$ cat config.mk
export PLATFORM = sky130hd
export DESIGN_NAME = uart_frame_rx_flat
export DESIGN_NICKNAME = d
export VERILOG_FILES = /design/src/rtl/uart_frame_rx_pkg.sv /design/src/rtl/uart_frame_rx_if.sv /design/src/rtl/uart_frame_rx_byte.sv /design/src/rtl/uart_frame_rx.sv /design/src/flat_wrapper.sv
export SDC_FILE = /design/constraint.sdc
export NUM_CORES = 1
export LEC_CHECK = 0
export ABC_AREA = 1
export ABC_CLOCK_PERIOD_IN_PS = 3000
export CAP_MARGIN = 20
export CORE_AREA = 2 2 136 138
export DETAILED_ROUTE_END_ITERATION = 16
export DIE_AREA = 0 0 138 140
export GPL_TIMING_DRIVEN = 0
export PLACE_DENSITY = 0.87
export SLEW_MARGIN = 30
export SYNTH_ARGS = -nofsm -noshare
export SYNTH_HDL_FRONTEND = slang
export SYNTH_SLANG_ARGS = --single-unit
$ cat constraint.sdc
create_clock -name clk -period 3 [get_ports clk]
set_input_delay 0.9 -clock clk [delete_from_list [all_inputs] [get_ports clk]]
set_output_delay 0.9 -clock clk [all_outputs]
set_load 0.1 [all_outputs]
$ cat src/rtl/uart_frame_rx_pkg.sv
// Shared constants and bit-engine state type for the rsa_rfid UART frame receiver.
package rsa_rfid_pkg;

  localparam int CLKS_PER_BIT = 5208;
  localparam int UART_BITS    = 8;
  localparam int FRAME_BYTES  = 12;
  localparam int FRAME_W      = FRAME_BYTES * UART_BITS;
  localparam int TIMEOUT_BITS = 20;

  typedef enum logic [1:0] {
    IDLE,
    START,
    DATA,
    STOP
  } rx_state_t;

endpackage

$ cat src/rtl/uart_frame_rx_if.sv
// Frame handoff between the UART frame receiver and the RSA operand loader.
interface uart_frame_rx_if #(
  parameter int FRAME_W = rsa_rfid_pkg::FRAME_W
);

  logic [FRAME_W-1:0] frame_data;
  logic               frame_valid;
  logic               frame_ack;

  modport master (
    output frame_data,
    output frame_valid,
    input  frame_ack
  );

  modport slave (
    input  frame_data,
    input  frame_valid,
    output frame_ack
  );

endinterface

$ cat src/rtl/uart_frame_rx_byte.sv
// 8N1 byte engine: rx synchroniser plus start/data/stop bit FSM.
module uart_rx_byte
  import rsa_rfid_pkg::*;
#(
  parameter int CLKS_PER_BIT = rsa_rfid_pkg::CLKS_PER_BIT
) (
  input  logic                 clk,
  input  logic                 reset,
  input  logic                 rx,
  output logic [UART_BITS-1:0] data_byte,
  output logic                 byte_valid,
  output logic                 stop_err,
  output logic                 busy
);

  localparam int CNT_W = (CLKS_PER_BIT > 1) ? $clog2(CLKS_PER_BIT) : 1;
  localparam int IDX_W = $clog2(UART_BITS);
  localparam logic [CNT_W-1:0] BIT_LAST  = CNT_W'(CLKS_PER_BIT - 1);
  localparam logic [CNT_W-1:0] HALF_LAST = CNT_W'(CLKS_PER_BIT / 2 - 1);
  localparam logic [IDX_W-1:0] IDX_LAST  = IDX_W'(UART_BITS - 1);

  logic                 rx_meta_reg;
  logic                 rx_s_reg;
  rx_state_t            state_reg, state_next;
  logic [CNT_W-1:0]     cnt_reg, cnt_next;
  logic [IDX_W-1:0]     bit_idx_reg, bit_idx_next;
  logic [UART_BITS-1:0] shift_reg, shift_next;
  logic                 rearm_wait_reg, rearm_wait_next;

  always_ff @(posedge clk or negedge reset) begin
    if (!reset) begin
      rx_meta_reg    <= 1'b1;
      rx_s_reg       <= 1'b1;
      state_reg      <= IDLE;
      cnt_reg        <= '0;
      bit_idx_reg    <= '0;
      shift_reg      <= '0;
      rearm_wait_reg <= 1'b0;
    end else begin
      rx_meta_reg    <= rx;
      rx_s_reg       <= rx_meta_reg;
      state_reg      <= state_next;
      cnt_reg        <= cnt_next;
      bit_idx_reg    <= bit_idx_next;
      shift_reg      <= shift_next;
      rearm_wait_reg <= rearm_wait_next;
    end
  end

  always_comb begin
    state_next      = state_reg;
    cnt_next        = cnt_reg;
    bit_idx_next    = bit_idx_reg;
    shift_next      = shift_reg;
    // After a bad stop bit the line may still be low; wait for it to go high first.
    rearm_wait_next = rearm_wait_reg && !rx_s_reg;
    byte_valid      = 1'b0;
    stop_err        = 1'b0;
    unique case (state_reg)
      IDLE: begin
        if (!rx_s_reg && !rearm_wait_reg) begin
          state_next = START;
          cnt_next   = '0;
        end
      end
      START: begin
        if (cnt_reg == HALF_LAST) begin
          cnt_next     = '0;
          bit_idx_next = '0;
          state_next   = rx_s_reg ? IDLE : DATA;
        end else begin
          cnt_next = cnt_reg + 1'b1;
        end
      end
      DATA: begin
        if (cnt_reg == BIT_LAST) begin
          cnt_next     = '0;
          shift_next   = {rx_s_reg, shift_reg[UART_BITS-1:1]};
          bit_idx_next = bit_idx_reg + 1'b1;
          if (bit_idx_reg == IDX_LAST) begin
            state_next = STOP;
          end
        end else begin
          cnt_next = cnt_reg + 1'b1;
        end
      end
      STOP: begin
        if (cnt_reg == BIT_LAST) begin
          cnt_next   = '0;
          state_next = IDLE;
          if (rx_s_reg) begin
            byte_valid = 1'b1;
          end else begin
            stop_err        = 1'b1;
            rearm_wait_next = 1'b1;
          end
        end else begin
          cnt_next = cnt_reg + 1'b1;
        end
      end
      default: state_next = IDLE;
    endcase
  end

  assign data_byte = shift_reg;
  assign busy      = (state_reg != IDLE);

endmodule

$ cat src/rtl/uart_frame_rx.sv
// Assembles NUM_BYTES UART bytes into one frame word with valid/ack handoff,
// sticky framing/overrun flags and an inter-byte timeout.
module uart_frame_rx
  import rsa_rfid_pkg::*;
#(
  parameter int CLKS_PER_BIT = rsa_rfid_pkg::CLKS_PER_BIT,
  parameter int NUM_BYTES    = FRAME_BYTES,
  parameter int TIMEOUT_BITS = rsa_rfid_pkg::TIMEOUT_BITS
) (
  input  logic            clk,
  input  logic            reset,
  input  logic            rx,
  uart_frame_rx_if.master frame_bus,
  output logic            framing_error,
  output logic            frame_overrun,
  output logic            rx_busy
);

  localparam int FW             = NUM_BYTES * UART_BITS;
  localparam int CNT_W          = $clog2(NUM_BYTES + 1);
  localparam int TIMEOUT_CYCLES = TIMEOUT_BITS * CLKS_PER_BIT;
  localparam int TMO_W          = $clog2(TIMEOUT_CYCLES + 1);
  localparam logic [CNT_W-1:0] LAST_BYTE = CNT_W'(NUM_BYTES - 1);
  localparam logic [TMO_W-1:0] TMO_LAST  = TMO_W'(TIMEOUT_CYCLES - 1);

  logic [UART_BITS-1:0] data_byte;
  logic                 byte_valid;
  logic                 stop_err;
  logic                 busy;

  logic [CNT_W-1:0] count_reg;
  logic [FW-1:0]    asm_reg;
  logic [FW-1:0]    asm_next;
  logic [TMO_W-1:0] tmo_reg;
  logic [FW-1:0]    frame_data_reg;
  logic             frame_valid_reg;
  logic             framing_error_reg;
  logic             frame_overrun_reg;
  logic             frame_done;
  logic             tmo_expired;

  uart_rx_byte #(
    .CLKS_PER_BIT(CLKS_PER_BIT)
  ) u_byte (
    .clk       (clk),
    .reset     (reset),
    .rx        (rx),
    .data_byte (data_byte),
    .byte_valid(byte_valid),
    .stop_err  (stop_err),
    .busy      (busy)
  );

  // asm_next already contains the incoming byte so the final byte lands in frame_data directly.
  for (genvar gi = 0; gi < NUM_BYTES; gi++) begin : g_slot
    assign asm_next[gi*UART_BITS +: UART_BITS] =
      (byte_valid && count_reg == CNT_W'(gi)) ? data_byte : asm_reg[gi*UART_BITS +: UART_BITS];
  end

  assign frame_done  = byte_valid && (count_reg == LAST_BYTE);
  assign tmo_expired = !busy && (count_reg != '0) && (tmo_reg == TMO_LAST);

  always_ff @(posedge clk or negedge reset) begin
    if (!reset) begin
      count_reg         <= '0;
      asm_reg           <= '0;
      tmo_reg           <= '0;
      frame_data_reg    <= '0;
      frame_valid_reg   <= 1'b0;
      framing_error_reg <= 1'b0;
      frame_overrun_reg <= 1'b0;
    end else begin
      asm_reg <= asm_next;

      if (stop_err || frame_done || tmo_expired) begin
        count_reg <= '0;
      end else if (byte_valid) begin
        count_reg <= count_reg + 1'b1;
      end

      if (busy || count_reg == '0 || tmo_expired) begin
        tmo_reg <= '0;
      end else begin
        tmo_reg <= tmo_reg + 1'b1;
      end

      // A same-cycle ack counts as consumption of the old frame, so no overrun.
      if (frame_done) begin
        frame_data_reg  <= asm_next;
        frame_valid_reg <= 1'b1;
        if (frame_valid_reg && !frame_bus.frame_ack) begin
          frame_overrun_reg <= 1'b1;
        end
      end else if (frame_bus.frame_ack) begin
        frame_valid_reg <= 1'b0;
      end

      if (stop_err) begin
        framing_error_reg <= 1'b1;
      end
    end
  end

  assign frame_bus.frame_data  = frame_data_reg;
  assign frame_bus.frame_valid = frame_valid_reg;
  assign framing_error         = framing_error_reg;
  assign frame_overrun         = frame_overrun_reg;
  assign rx_busy               = busy;

endmodule

$ cat src/flat_wrapper.sv
// flat-port wrapper written by rule: the top's interface ports become plain ports
module uart_frame_rx_flat import rsa_rfid_pkg::*;
#(
  parameter int CLKS_PER_BIT = rsa_rfid_pkg::CLKS_PER_BIT,
  parameter int NUM_BYTES    = FRAME_BYTES,
  parameter int TIMEOUT_BITS = rsa_rfid_pkg::TIMEOUT_BITS
)
  (clk, reset, rx, framing_error, frame_overrun, rx_busy, frame_bus_frame_data, frame_bus_frame_valid, frame_bus_frame_ack);
  uart_frame_rx_if #(.FRAME_W(((12) * 8))) frame_bus_i ();
  input  logic clk;
  input  logic reset;
  input  logic rx;
  output logic framing_error;
  output logic frame_overrun;
  output logic rx_busy;
  output wire logic [$bits(frame_bus_i.frame_data)-1:0] frame_bus_frame_data;
  output wire logic [$bits(frame_bus_i.frame_valid)-1:0] frame_bus_frame_valid;
  input wire logic [$bits(frame_bus_i.frame_ack)-1:0] frame_bus_frame_ack;
  assign frame_bus_frame_data = frame_bus_i.frame_data;
  assign frame_bus_frame_valid = frame_bus_i.frame_valid;
  assign frame_bus_i.frame_ack = frame_bus_frame_ack;
  uart_frame_rx #(.CLKS_PER_BIT(CLKS_PER_BIT), .NUM_BYTES(NUM_BYTES), .TIMEOUT_BITS(TIMEOUT_BITS)) u_core (.clk(clk), .reset(reset), .rx(rx), .frame_bus(frame_bus_i), .framing_error(framing_error), .frame_overrun(frame_overrun), .rx_busy(rx_busy));
endmodule
==> impl_metrics.env <==
export IMPL_rr_worst_depth=10
export IMPL_grt_overflow=0
export IMPL_clockPowerShare_pct=48.5
export IMPL_first_pass_iters=5
export IMPL_grt_antenna_before_repair=0
export IMPL_antennaDiodeCount=0
export IMPL_grt_max_degree=92
export IMPL_dieArea_sq_um=19300
export IMPL_grt_first_pass_wirelength_mm=44.6
export IMPL_multi_input_area_sq_um=4070
export IMPL_clk_latency_ns=0.52
export IMPL_syn_num_nets=1265
export IMPL_postCtsSetupBuffers=0
export IMPL_clock_sinks=237
export IMPL_route_met3_wl_mm=1.96
export IMPL_clockBufferDepth=3
export IMPL_portBuffers=103
export IMPL_largest_register_ffs=96
export IMPL_switching_share_pct=20.5
export IMPL_fillers=1252
export IMPL_ys_seq_area_share_pct=54.5
export IMPL_final_cell_area_sq_um=13100
export IMPL_crit_path_end_kind="output port"
export IMPL_clockRootBuffer="clkbuf_16"
export IMPL_setup_viol=0
export IMPL_fin_crit_ns=2.97
export IMPL_final_layout_size_suffix_gt1_share_pct=7.99
export IMPL_place_ws_ns=0.348
export IMPL_pwr_share_seq_pct=50.3
export IMPL_critPathTopFamily="buffers and inverters"
export IMPL_rrSetupSlack_ns=0.72
export IMPL_power_mw=6.36
export IMPL_drcViolationCount=0
export IMPL_top_layer="met4"
export IMPL_cp_num_buf_inv=1
export IMPL_power_leakage_nw=6.61
export IMPL_fin_cells=1631
export IMPL_finalHoldViolCount=0
export IMPL_yosys_register_bits=237
export IMPL_wl_met2_mm=12.9
export IMPL_worst_pin_slew_ns=1.00
export IMPL_ys_warn_count=0
export IMPL_slowest_delay_ns=1.15
export IMPL_fin_worst_skew_ns=0.00908
export IMPL_start_util_pct=61.2
export IMPL_placed_area_sq_um=12300
export IMPL_die_y_um=140
export IMPL_synthToLayoutAreaGrowth_pct=20.4
export IMPL_pwr_share_comb_pct=1.2
export IMPL_die_w_um=138
export IMPL_rsz0062_at_grt="no"
export IMPL_max_cap_violations=0
export IMPL_core_sq_um=17800
export IMPL_htree_levels=1
export IMPL_io_pins=104
export IMPL_path_cells="clkdlybuf4s50_1"
export IMPL_met1_length_mm=11.5
export IMPL_grt_use_total_pct=28.3
export IMPL_syn_area_per_cell_sq_um=8.68
export IMPL_detailed_place_hpwl_mm=17.9
export IMPL_cts_made_buffers=24
export IMPL_status="completed"
export IMPL_detail_route_antenna_nets=0
export IMPL_netlist_area_sq_um=10900
export IMPL_drt_wl_total_mm=27.4
export IMPL_num_nets_final=1397
export IMPL_max_freq_ghz=0.337
export IMPL_r2r_start="u_core.u_byte.cnt_reg[7]$_DFFE_PN0N_"
export IMPL_dp_cells=1588
export IMPL_syn_inst=1253
export IMPL_criticalPathCategory="flop to output port"
export IMPL_cp_arrival_ns=2.07
export IMPL_ir_drop_mv=0.402
export IMPL_fin_crit_sh_pct=99.0
export IMPL_max_slew_margin_pct=32.9
export IMPL_cts_tree="yes"
export IMPL_cp_required_ns=2.10
export IMPL_regArea_sq_um=5930
export IMPL_slew_violations=0
export IMPL_drt_iter0_drc=984
export IMPL_clk_pin_slew_ns=0.06
export IMPL_vias_per_cell=5.59
export IMPL_grt_pass1_vias=8953
export IMPL_finalSetupTns_ns=0
export IMPL_hold_path_class="input port to asynchronous set/reset pin"
export IMPL_dr_total_vias=9118
export IMPL_p_int_mw=5.06
export IMPL_place_congestion=0.924
export IMPL_avgRoutedWirePerCell_um=16.8
export IMPL_timing_rr_end="u_core.frame_bus.frame_data[32]$_DFFE_PN0P_"
export IMPL_cp_slowest_cell="clkdlybuf4s50_1"
export IMPL_crit_fanout=2
export IMPL_row_count=49
export IMPL_cp_start_kind="flop"
export IMPL_power_switching_mw=1.30
export IMPL_power_density_nw_per_um2=486
export IMPL_fin_ws_ns=0.0301
export IMPL_netlist_cell_type_count=36
power by group through the flow:
stage	logic (mW)	clock network (mW)	registers, mW
final	0.0789	3.08	3.20
after CTS	0.0837	3.10	3.20
after floorplan	0.00144	0	3.26
after global placement	0.0685	0	3.26
after global routing	0.0931	3.23	3.20
after detailed placement	0.0837	0	3.26
cell families after synthesis:
| logic type | synth area share (%) |
|---|---|
| xor+xnor | 1.37 |
| compound gates | 2.16 |
| simple gates | 32.9 |
| fa+ha+maj | 0.920 |
| flops | 54.5 |
| buf+inv | 8.09 |
per-stage QoR:
step	hold WS, ns	utilization (%)
floorplan	0.345	-
global placement	0.347	68.6
detailed placement	0.350	69.1
CTS	0.358	73.7
global route	0.361	73.7
finish	0.354	73.7
cell usage in the layout (no fill, tap or decap), drive strengths merged:
cell type	synthesis	layout
nand2	367	367
dfrtp	235	235
inv	144	145
nand3	122	122
clkdlybuf4s50	0	99
nand4	89	89
and2	88	88
clkbuf	28	64
nor2	58	58
buf	30	34
o21ai	30	30
nor3	17	17
xor2	16	16
ha	8	8
a21oi	5	5
o22ai	5	5
clkinv	1	4
or2	2	2
bufinv	0	2
dlygate4sd2	0	2
dfstp	2	2
xnor2	1	1
a211oi	1	1
nor3b	1	1
a31oi	1	1
o21bai	1	1
o211ai	1	1
clkinvlp	0	1
dlymetal6s2s	0	1
metal layers:
| metal | vias up | global-route usage, % |
|---|---|---|
| met5 | - | 0 |
| met4 | 0 | 11.4 |
| met3 | 83 | 3.59 |
| met2 | 392 | 46.2 |
| met1 | 4383 | 39.0 |
| li1 | 4260 | - |
cell usage after synthesis:
cell | instances | share of area (%)
clkinv_1 | 1 | 0.034
nor2_8 | 1 | 0.18
nand4_1 | 80 | 4.6
xnor2_1 | 1 | 0.081
or2_2 | 2 | 0.12
dfrtp_1 | 235 | 54
inv_1 | 133 | 4.6
clkbuf_1 | 28 | 0.97
nand2_2 | 2 | 0.12
a211oi_1 | 1 | 0.069
xor2_1 | 16 | 1.3
ha_1 | 8 | 0.92
nor3_2 | 1 | 0.092
o22ai_1 | 5 | 0.29
nor2_2 | 5 | 0.29
nand4_2 | 9 | 1.0
nand2_1 | 365 | 13
nor3_1 | 16 | 0.74
buf_8 | 1 | 0.14
nand3_4 | 1 | 0.16
nand3_1 | 113 | 5.2
nor2_4 | 2 | 0.21
a21oi_1 | 5 | 0.23
o211ai_1 | 1 | 0.069
buf_1 | 4 | 0.14
buf_6 | 12 | 1.2
nor3b_1 | 1 | 0.069
nor2_1 | 50 | 1.7
buf_2 | 13 | 0.60
dfstp_2 | 2 | 0.48
o21ai_0 | 30 | 1.4
o21bai_1 | 1 | 0.069
and2_1 | 88 | 5.1
nand3_2 | 8 | 0.74
inv_2 | 11 | 0.38
a31oi_1 | 1 | 0.058
worst reg2reg max path, stage by stage, from the launching register on:
cell and delay [ns]:
dfrtp_1 0.44, inv_2 0.12, nand2_1 0.05, nor2_1 0.15, nand2_1 0.07, nor2_1 0.17
nand3_1 0.18, nor2_2 0.43, buf_2 0.36, nand3_1 0.16, nand2_1 0.09
cell type report:
type | instances | share of cell area (%)
Sequential cell | 237 | 45.3
Multi-Input combinational cell | 813 | 31.0
Timing Repair Buffer | 106 | 8.54
Clock buffer | 36 | 5.55
Inverter | 145 | 4.15
Buffer | 58 | 2.56
Tap cell | 229 | 2.19
Clock inverter | 7 | 0.697
worst max path at each step:
stage	to	slack, ns	startpoint	cells past startpoint
floorplan	rx_busy	1.0	flop	2
global placement	u_core.frame_bus.frame_data[26]$_DFFE_PN0P_	-8.85	reset	1
detailed placement	rx_busy	0.35	u_core.u_byte.state_reg[0]$_DFFE_PN0P_	3
CTS	frame_bus_frame_data[61]	0.02	u_core.frame_bus.frame_data[61]$_DFFE_PN0P_	1
global route	rx_busy	0.004	u_core.u_byte.state_reg[0]$_DFFE_PN0P_	3
finish	frame_bus_frame_data[91]	0.03	u_core.frame_bus.frame_data[91]$_DFFE_PN0P_	1
what timing repair did:
item	CTS	global route
cloned	0	0
setup endpoints to repair	2	1
resized for setup	2	1
pin swaps	0	0
hold buffers	0	0
endpoints found under the hold margin	0	0
(Power assumes the default switching activity.)
